## src/rtl/mc_control_fsm.sv

```systemverilog
// Main control sequencer for the multicycle RV32I core: one state per cycle through
// fetch/decode/execute/memory/writeback, driving datapath selects, enables and ALU op.
module mc_control_fsm #(
  parameter logic [3:0] RESET_STATE = 4'd0
) (
  input  logic       clk,
  input  logic       rst_n,
  input  logic [6:0] op,
  input  logic [2:0] funct3,
  input  logic       funct7b5,
  input  logic       zero,
  input  logic       mem_ready,
  output logic       pc_write,
  output logic       adr_src,
  output logic       mem_write,
  output logic       ir_write,
  output logic [1:0] result_src,
  output logic [1:0] alu_src_a,
  output logic [1:0] alu_src_b,
  output logic [2:0] alu_control,
  output logic [2:0] imm_src,
  output logic       reg_write,
  output logic       instr_retired,
  output logic       illegal_op
);

  typedef enum logic [3:0] {
    StFetch    = 4'd0,
    StDecode   = 4'd1,
    StMemAdr   = 4'd2,
    StMemRead  = 4'd3,
    StMemWb    = 4'd4,
    StMemWrite = 4'd5,
    StExecR    = 4'd6,
    StExecI    = 4'd7,
    StAluWb    = 4'd8,
    StBranch   = 4'd9,
    StJal      = 4'd10,
    StLui      = 4'd11
  } state_t;

  localparam logic [6:0] OpLoad   = 7'b0000011;
  localparam logic [6:0] OpStore  = 7'b0100011;
  localparam logic [6:0] OpRType  = 7'b0110011;
  localparam logic [6:0] OpIType  = 7'b0010011;
  localparam logic [6:0] OpBranch = 7'b1100011;
  localparam logic [6:0] OpJal    = 7'b1101111;
  localparam logic [6:0] OpLui    = 7'b0110111;

  localparam logic [2:0] AluAdd = 3'b000;
  localparam logic [2:0] AluSub = 3'b001;
  localparam logic [2:0] AluAnd = 3'b010;
  localparam logic [2:0] AluOr  = 3'b011;
  localparam logic [2:0] AluSlt = 3'b101;

  state_t     r_state;
  state_t     w_next_state;
  logic [2:0] w_alu_dec;
  logic       w_pc_write;
  logic       w_mem_write;
  logic       w_ir_write;
  logic       w_reg_write;
  logic       w_retired;
  logic       w_illegal;

  always_ff @(posedge clk or negedge rst_n) begin
    if (!rst_n) begin
      r_state <= state_t'(RESET_STATE);
    end else begin
      r_state <= w_next_state;
    end
  end

  // sub only for R-type (op[5] set); addi never subtracts
  always_comb begin
    w_alu_dec = AluAdd;
    case (funct3)
      3'b000:  w_alu_dec = (op[5] && funct7b5) ? AluSub : AluAdd;
      3'b010:  w_alu_dec = AluSlt;
      3'b110:  w_alu_dec = AluOr;
      3'b111:  w_alu_dec = AluAnd;
      default: w_alu_dec = AluAdd;
    endcase
  end

  always_comb begin
    w_next_state = r_state;
    w_pc_write   = 1'b0;
    w_mem_write  = 1'b0;
    w_ir_write   = 1'b0;
    w_reg_write  = 1'b0;
    w_retired    = 1'b0;
    w_illegal    = 1'b0;
    adr_src      = 1'b0;
    result_src   = 2'b00;
    alu_src_a    = 2'b00;
    alu_src_b    = 2'b00;
    alu_control  = AluAdd;
    imm_src      = 3'b000;
    unique case (r_state)
      StFetch: begin
        alu_src_b  = 2'b10;
        result_src = 2'b10;
        w_ir_write = mem_ready;
        w_pc_write = mem_ready;
        if (mem_ready) w_next_state = StDecode;
      end
      StDecode: begin
        alu_src_a = 2'b01;
        alu_src_b = 2'b01;
        case (op)
          OpLoad:   w_next_state = StMemAdr;
          OpStore:  begin imm_src = 3'b001; w_next_state = StMemAdr; end
          OpRType:  w_next_state = StExecR;
          OpIType:  w_next_state = StExecI;
          OpBranch: begin imm_src = 3'b010; w_next_state = StBranch; end
          OpJal:    begin imm_src = 3'b100; w_next_state = StJal; end
          OpLui:    begin imm_src = 3'b011; w_next_state = StLui; end
          default:  begin w_illegal = 1'b1; w_next_state = StFetch; end
        endcase
      end
      StMemAdr: begin
        alu_src_a    = 2'b10;
        alu_src_b    = 2'b01;
        imm_src      = (op == OpStore) ? 3'b001 : 3'b000;
        w_next_state = (op == OpStore) ? StMemWrite : StMemRead;
      end
      StMemRead: begin
        adr_src = 1'b1;
        if (mem_ready) w_next_state = StMemWb;
      end
      StMemWb: begin
        result_src   = 2'b01;
        w_reg_write  = 1'b1;
        w_retired    = 1'b1;
        w_next_state = StFetch;
      end
      StMemWrite: begin
        adr_src     = 1'b1;
        w_mem_write = 1'b1;
        if (mem_ready) begin
          w_retired    = 1'b1;
          w_next_state = StFetch;
        end
      end
      StExecR: begin
        alu_src_a    = 2'b10;
        alu_control  = w_alu_dec;
        w_next_state = StAluWb;
      end
      StExecI: begin
        alu_src_a    = 2'b10;
        alu_src_b    = 2'b01;
        alu_control  = w_alu_dec;
        w_next_state = StAluWb;
      end
      StAluWb: begin
        w_reg_write  = 1'b1;
        w_retired    = 1'b1;
        w_next_state = StFetch;
      end
      StBranch: begin
        alu_src_a    = 2'b10;
        alu_control  = AluSub;
        imm_src      = 3'b010;
        w_retired    = 1'b1;
        w_pc_write   = (funct3 == 3'b000) ? zero : ~zero;
        w_next_state = StFetch;
      end
      StJal: begin
        alu_src_a    = 2'b01;
        alu_src_b    = 2'b10;
        imm_src      = 3'b100;
        w_pc_write   = 1'b1;
        w_next_state = StAluWb;
      end
      StLui: begin
        // srcA 11 selects the datapath's zero, so add passes the U immediate through
        alu_src_a    = 2'b11;
        alu_src_b    = 2'b01;
        imm_src      = 3'b011;
        w_next_state = StAluWb;
      end
      default: w_next_state = StFetch;
    endcase
  end

  // Enables are masked by rst_n so an in-flight strobe drops the instant reset asserts
  assign pc_write      = w_pc_write & rst_n;
  assign mem_write     = w_mem_write & rst_n;
  assign ir_write      = w_ir_write & rst_n;
  assign reg_write     = w_reg_write & rst_n;
  assign instr_retired = w_retired & rst_n;
  assign illegal_op    = w_illegal & rst_n;

endmodule
```

## config.mk

```make
export PLATFORM = sky130hd
export DESIGN_NAME = mc_control_fsm
export DESIGN_NICKNAME = d
export VERILOG_FILES = /design/src/rtl/mc_control_fsm.sv
export SDC_FILE = /design/constraint.sdc
export NUM_CORES = 1
export LEC_CHECK = 0
export CAP_MARGIN = 15
export CORE_AREA = 2 2 50 52
export CTS_CLUSTER_SIZE = 14
export DETAILED_ROUTE_END_ITERATION = 12
export DIE_AREA = 0 0 52 54
export PLACE_DENSITY = 0.72
export REMOVE_ABC_BUFFERS = 1
export SLEW_MARGIN = 20
export SYNTH_ARGS = -nofsm -noshare
export SYNTH_HDL_FRONTEND = slang
export SYNTH_SLANG_ARGS = --single-unit
```

## constraint.sdc

```tcl
create_clock -name clk -period 1.7 [get_ports clk]
set_input_delay 0.34 -clock clk [delete_from_list [all_inputs] [get_ports clk]]
set_output_delay 0.34 -clock clk [all_outputs]
set_load 0.02 [all_outputs]
```

# Yosys cells after proc, flatten, opt, wreduce, memory -nomap -nowiden
# Cells that the tools add are included.
[op_classes]
bitwise = 7
mux = 25
n_eq_ne = 24
reduce_logical = 15
[ops]
columns = ["operator", "count"]
rows = [
  ["$pmux W4 S6", 2],
  ["$pmux W3 S4", 2],
  ["$eq A7 B6 Y1 const B", 3],
  ["$eq A4 B3 Y1 const B", 4],
  ["$eq A4 B4 Y1 const B", 4],
  ["$pmux W3 S5", 1],
  ["$eq A7 B7 Y1 const B", 2],
  ["$mux W4", 3],
  ["$reduce_or A2 Y1", 6],
  ["$reduce_or A4 Y1", 3],
  ["$mux W1", 10],
  ["$eq A4 B2 Y1 const B", 2],
  ["$pmux W2 S2", 2],
  ["$eq A7 B2 Y1 const B", 1],
  ["$eq A7 B5 Y1 const B", 1],
  ["$reduce_or A7 Y1", 1],
  ["$and A1 B1 Y1", 6],
  ["$eq A3 B3 Y1 const B", 2],
  ["$ne A2 B2 Y1 const B", 3],
  ["$pmux W2 S3", 1],
  ["$pmux W3 S2", 1],
  ["$eq A4 B1 Y1 const B", 1],
  ["$logic_not A4 Y1", 1],
  ["$eq A3 B2 Y1 const B", 1],
  ["other kinds (8)", 8],
]
[totals]
elab_cells = 72
reg_bits = 4

# Logic depth before layout (Yosys ltp)
[depth]
word_depth = 5
mapped_depth = 6

# Worst setup path before layout
# OpenSTA, ideal clock, no wires.
[synth_path]
kind = "register -> output"
from = "register r_state[1]"
to = "output pc_write"
n_path_buf = 2
path_stages_with_launch = 6
setup_slack_ns = -0.230
required_time_ns = 1.360
arrival_ns = 1.590
cell_sequence = "dfrtp_1 buf_6 buf_2 nor2_1 a21oi_1 nor4b_1"
[synth_via]
elab_chain_cells = 3
[synth_lines]
columns = ["item", "line", "source"]
rows = [
  ["from (decl)", "56", "state_t r_state;"],
  ["from (signal assigned)", "68", "r_state <= state_t'(RESET_STATE);"],
  ["from (signal assigned)", "70", "r_state <= w_next_state;"],
  ["$eq A4 B4 Y1 / $logic_not A4 Y1 (equally long branches)", "100", "unique case (r_state)"],
  ["$pmux W1 S3 *", "100", ""],
  ["$and A1 B1 Y1 *", "189", "assign pc_write = w_pc_write & rst_n;"],
  ["to (decl)", "13", "output logic pc_write,"],
]
# Mark *: on every way between the ends. The rest lies on a longest branch, timed or not.

# Worst setup path after layout
[layout_path]
from = "register r_state[0]"
to = "output imm_src[0]"
[layout_via]
elab_chain_cells = 2
[layout_lines]
columns = ["item", "line", "source"]
rows = [
  ["$eq A4 B4 Y1 (tied with other cells)", "100", ""],
  ["$pmux W3 S5 *", "100", ""],
  ["to (decl)", "21", "output logic [2:0] imm_src,"],
]
# Marks and branches as above.

==> impl_summary.txt <==
----------------------------------------------------
[Synthesis]
  Commonest register cell after synthesis ... dfrtp_1
  Mean post-synth cell area ... 6.859 um2
  Leading cell types by total area after synthesis ... dfrtp_1 13%, nand2_1 7.3%, nor2_1 5.9%, a21oi_1 5.2%, nand2b_1 4.9%
  Post-synth design cell area ... 768.2 um2
  Synth Instances ... 112
  Most frequent cell after synthesis ... nand2_1
  Share of the yosys chip area belonging to registers ... 13.03%
  Count of synthesis-stage warnings from yosys ... 0
  Largest area contributor in the synthesized netlist ... dfrtp_1
  Top-area cell type share of the netlist area ... 13.03%
  Number of enable flip-flop cells after synthesis ... 0
  Unique masters post-synth ... 42
  Post-synthesis register bit count ... 4
  Top post-synthesis cells by count ... 15 x nand2_1, 12 x nor2_1, 8 x a21oi_1
  Async S/R FF share, synth ... 100.0%

[STA]
  Actual transition at the worst max-transition pin ... 0.3496 ns
  Final critical path time including I/O delays and setup ... 1.972 ns
  Maximum clock frequency ... 507.1 MHz
  Total count of hold-check failures in the final report ... 0
  Total setup violations reported at the end of the flow ... 15
  Share of the clock period used by the worst path ... 116.0%
  Setup TNS ... -1.965 ns
  Headroom to the max-slew limit ... 76.60%
  RSZ-0062 raised after global routing ... true
  Final worst clock skew ... 0.006477 ns
  Final Max Slew Viols ... 0
  Worst Slack Setup Final ... -0.2720 ns
  Fin Hold WS ... 0.2968 ns

[Critical path]
  Worst EP required ... 1.36 ns
  Setup slack on the worst flop-to-flop path ... 0.10 ns
  Type of element launching the critical path ... flip-flop
  Worst reg2reg path depth ... 8
  Kind of end point of the critical path ... output pin
  Cell breakdown of the critical path ... nor4b_4, a21oi_1, or3_1, a21oi_2, buf_4
  Critical path class ... reg2out
  Master of the slowest instance on the critical path ... dfrtp_2
  Crit-path max cell delay ... 0.45 ns
  Worst setup startpoint ... r_state[0]
  Top fanout value on the critical path ... 4
  Reg-to-reg critical path endpoint ... r_state[0]
  Launch instance of the worst register-to-register path ... r_state[0]
  Capture point of the critical path ... imm_src[0]
  Arrival time at the worst endpoint ... 1.63 ns

[Drt]
  Post-detailed-route via-to-cell ratio ... 5.367
  Total iterations of the first detailed-routing run ... 4
  DRC Markers ... 0
  Final wirelength ... 3.596 mm
  Number of routed nets with antenna violations ... 0
  Vias post-DR ... 1,186
  Routed wirelength normalized by instance count ... 16.27 um
  Iteration-0 DRC Markers ... 29

[CTS]
  Clock latency on the worst-skew pair ... 0.24 ns
  Clock sink total ... 4
  Clock slew at reported path FFs ... 0.04 ns
  Max clock buf depth ... 2
  Cts bufs inserted ... 3
  # H-tree levels ... 1
  Clock root cell ... clkbuf_4
  CTS tree ... yes
  Hold Buf Count CTS ... 0

[Finish]
  Total inserted antenna cells ... 0
  Reg with most FFs ... r_state
  Number of filler instances in the final layout ... 165
  Layout cells sized above 1 ... 60.73%
  Number of flip-flops in the largest register ... 4
  Largest regs ... r_state: 4 flops
  Final nets ... 208
  Area added between synthesis and finish ... 118.9%

[Die]
  Initial standard-cell utilization of the core ... 33.12%
  Die extent in x ... 52 um
  Std-Cell Rows ... 18
  Vert. Die Dim ... 54 um
  Die footprint ... 2808 um2
  Core area ... 2320 um2
  Number of top-level pins ... 34

[GRT]
  Number of antenna violations at the first check in global routing ... 0
  Total routing resource utilization after global routing ... 23.18%
  Total congestion overflow ... 0
  First-pass GRT wire length ... 4.836 mm
  Vias in the first global route ... 1,028
  Maximum number of pins on one net before global-route repair ... 9

[Placement]
  Half-perimeter wire length after detailed placement ... 2.153 mm
  Placer congestion estimate ... 0.9069
  Number of port buffers ... 33

[Status]
  Failing checks ... setup timing
  Status ... finished, violations left

[Pwr]
  Leakage power summed over all cells ... 0.7804 nW
  Maximum ir drop on the vdd rail ... 0.0008065 V
  Cell Pwr Density ... 1171 nW/um2
  Net Switching ... 918.4 uW
  Total internal power ... 1.050 mW
  Fraction of power spent switching nets ... 46.66%
  Portion of total power attributed to the clock network ... 6.3%
  Fraction of power consumed by combinational cells ... 84.3%
  Seq pwr share ... 9.5%
  Overall power consumption ... 1.968 mW

[Worst hold path]
  Worst hold path class ... in2async

[Flow run]
  Number of violations of the max-capacitance limit ... 0

----------------------------------------------------
## logic make-up after synthesis
group,after synthesis,share of synthesized area [%]
DFF,4,13.03
AOI/OAI and AO/OA,26,23.13
buffers and inverters,13,10.10
muxes,2,2.606
xor gates and xnor gates,3,3.421
and+or+nand+nor,64,47.72
## through the flow
| stage | cell area, um2 | util (%) | cells | setup WS, ns |
|---|---|---|---|---|
| floorplan | 701.9 | - | 102 | -0.5730 |
| global placement | 1325 | 57.12 | 199 | -1.006 |
| detailed placement | 1325 | 57.12 | 199 | -1.112 |
| CTS | 1495 | 64.46 | 216 | -0.2650 |
| global route | 1682 | 72.49 | 221 | -0.3313 |
| finish | 1682 | 72.49 | 221 | -0.2720 |
## power by group through the flow
stage / Clock [mW] / Sequential [mW] / Combinational [mW]
after floorplan: 0 / 0.218 / 0.526
after global placement: 0 / 0.171 / 1.15
after detailed placement: 0 / 0.171 / 1.17
after CTS: 0.127 / 0.180 / 1.32
after global routing: 0.135 / 0.188 / 1.74
final: 0.124 / 0.186 / 1.66
## per-layer routing
metal  vias to the layer above  share of wire [%]  GRT usage (%)
met5                         -                  0              0
met4                         0               0.83          7.456
met3                         4                5.5          1.667
met2                        43                 54          39.03
met1                       575                 39          31.34
li1                        564                  -              -
## cells in the final DEF (no fill, tap or decap), types with 2 or more instances in the layout
| cell type | netlist | final |
|---|---|---|
| nor2_1 | 12 | 8 |
| nor2_2 | 1 | 3 |
| a21oi_1 | 8 | 5 |
| o2111ai_1 | 3 | 2 |
| o21ai_1 | 1 | 2 |
| a31oi_1 | 3 | 3 |
| dfrtp_2 | 0 | 4 |
| nor4b_4 | 1 | 2 |
| buf_2 | 5 | 5 |
| nor2_4 | 0 | 2 |
| nor3_1 | 4 | 2 |
| buf_8 | 0 | 2 |
| nand2b_4 | 0 | 2 |
| clkbuf_4 | 0 | 3 |
| a21oi_2 | 0 | 3 |
| a21o_1 | 2 | 2 |
| inv_1 | 3 | 3 |
| nand2_4 | 0 | 2 |
| dlygate4sd2_1 | 0 | 8 |
| nor3_2 | 0 | 2 |
| nor3b_2 | 0 | 2 |
| nand2_2 | 0 | 2 |
| and3_4 | 0 | 2 |
| buf_6 | 2 | 16 |
| xnor2_1 | 2 | 2 |
| nand3_2 | 0 | 2 |
| mux2i_1 | 2 | 2 |
| nor2b_4 | 0 | 3 |
| clkdlybuf4s50_1 | 0 | 2 |
| buf_4 | 2 | 51 |
| nand2_1 | 15 | 11 |
| nand2b_1 | 6 | 4 |
| nand3_1 | 5 | 3 |
## cell type report
type / instances / area, um2 / share of cell area (%)
multi-input combinational: 95 / 775.7 / 46.13
timing repair buffer: 86 / 729.5 / 43.38
sequential: 4 / 105.1 / 6.250
tap: 30 / 37.54 / 2.232
clock buffer: 3 / 22.52 / 1.339
inverter: 3 / 11.26 / 0.6696
## how the worst min path moves through the flow
stage           from         end  slack [ns]  depth (start not counted)
2_1_floorplan  rst_n  r_state[0]        0.04                          0
3_3_place_gp   rst_n  r_state[3]        0.72                          2
3_5_place_dp   rst_n  r_state[3]        0.73                          2
4_1_cts        rst_n  r_state[1]        0.21                          2
5_1_grt        rst_n  r_state[0]        0.30                          2
6_report       rst_n  r_state[0]        0.30                          2
## repair_timing
item | 4_1_cts | 5_1_grt
setup endpoints to repair | 20 | 19
setup buffers | 14 | 5
pin swaps | 17 | 11
resized for setup | 146 | 41
## worst max-delay path, delay by kind of cell, from the launching register on
family | cells | cell delay, ns
compound gates | 2 | 0.19
simple gates | 2 | 0.60
flops | 1 | 0.45
buf+inv | 1 | 0.15
No activity file was read; power rests on OpenSTA's default activity.
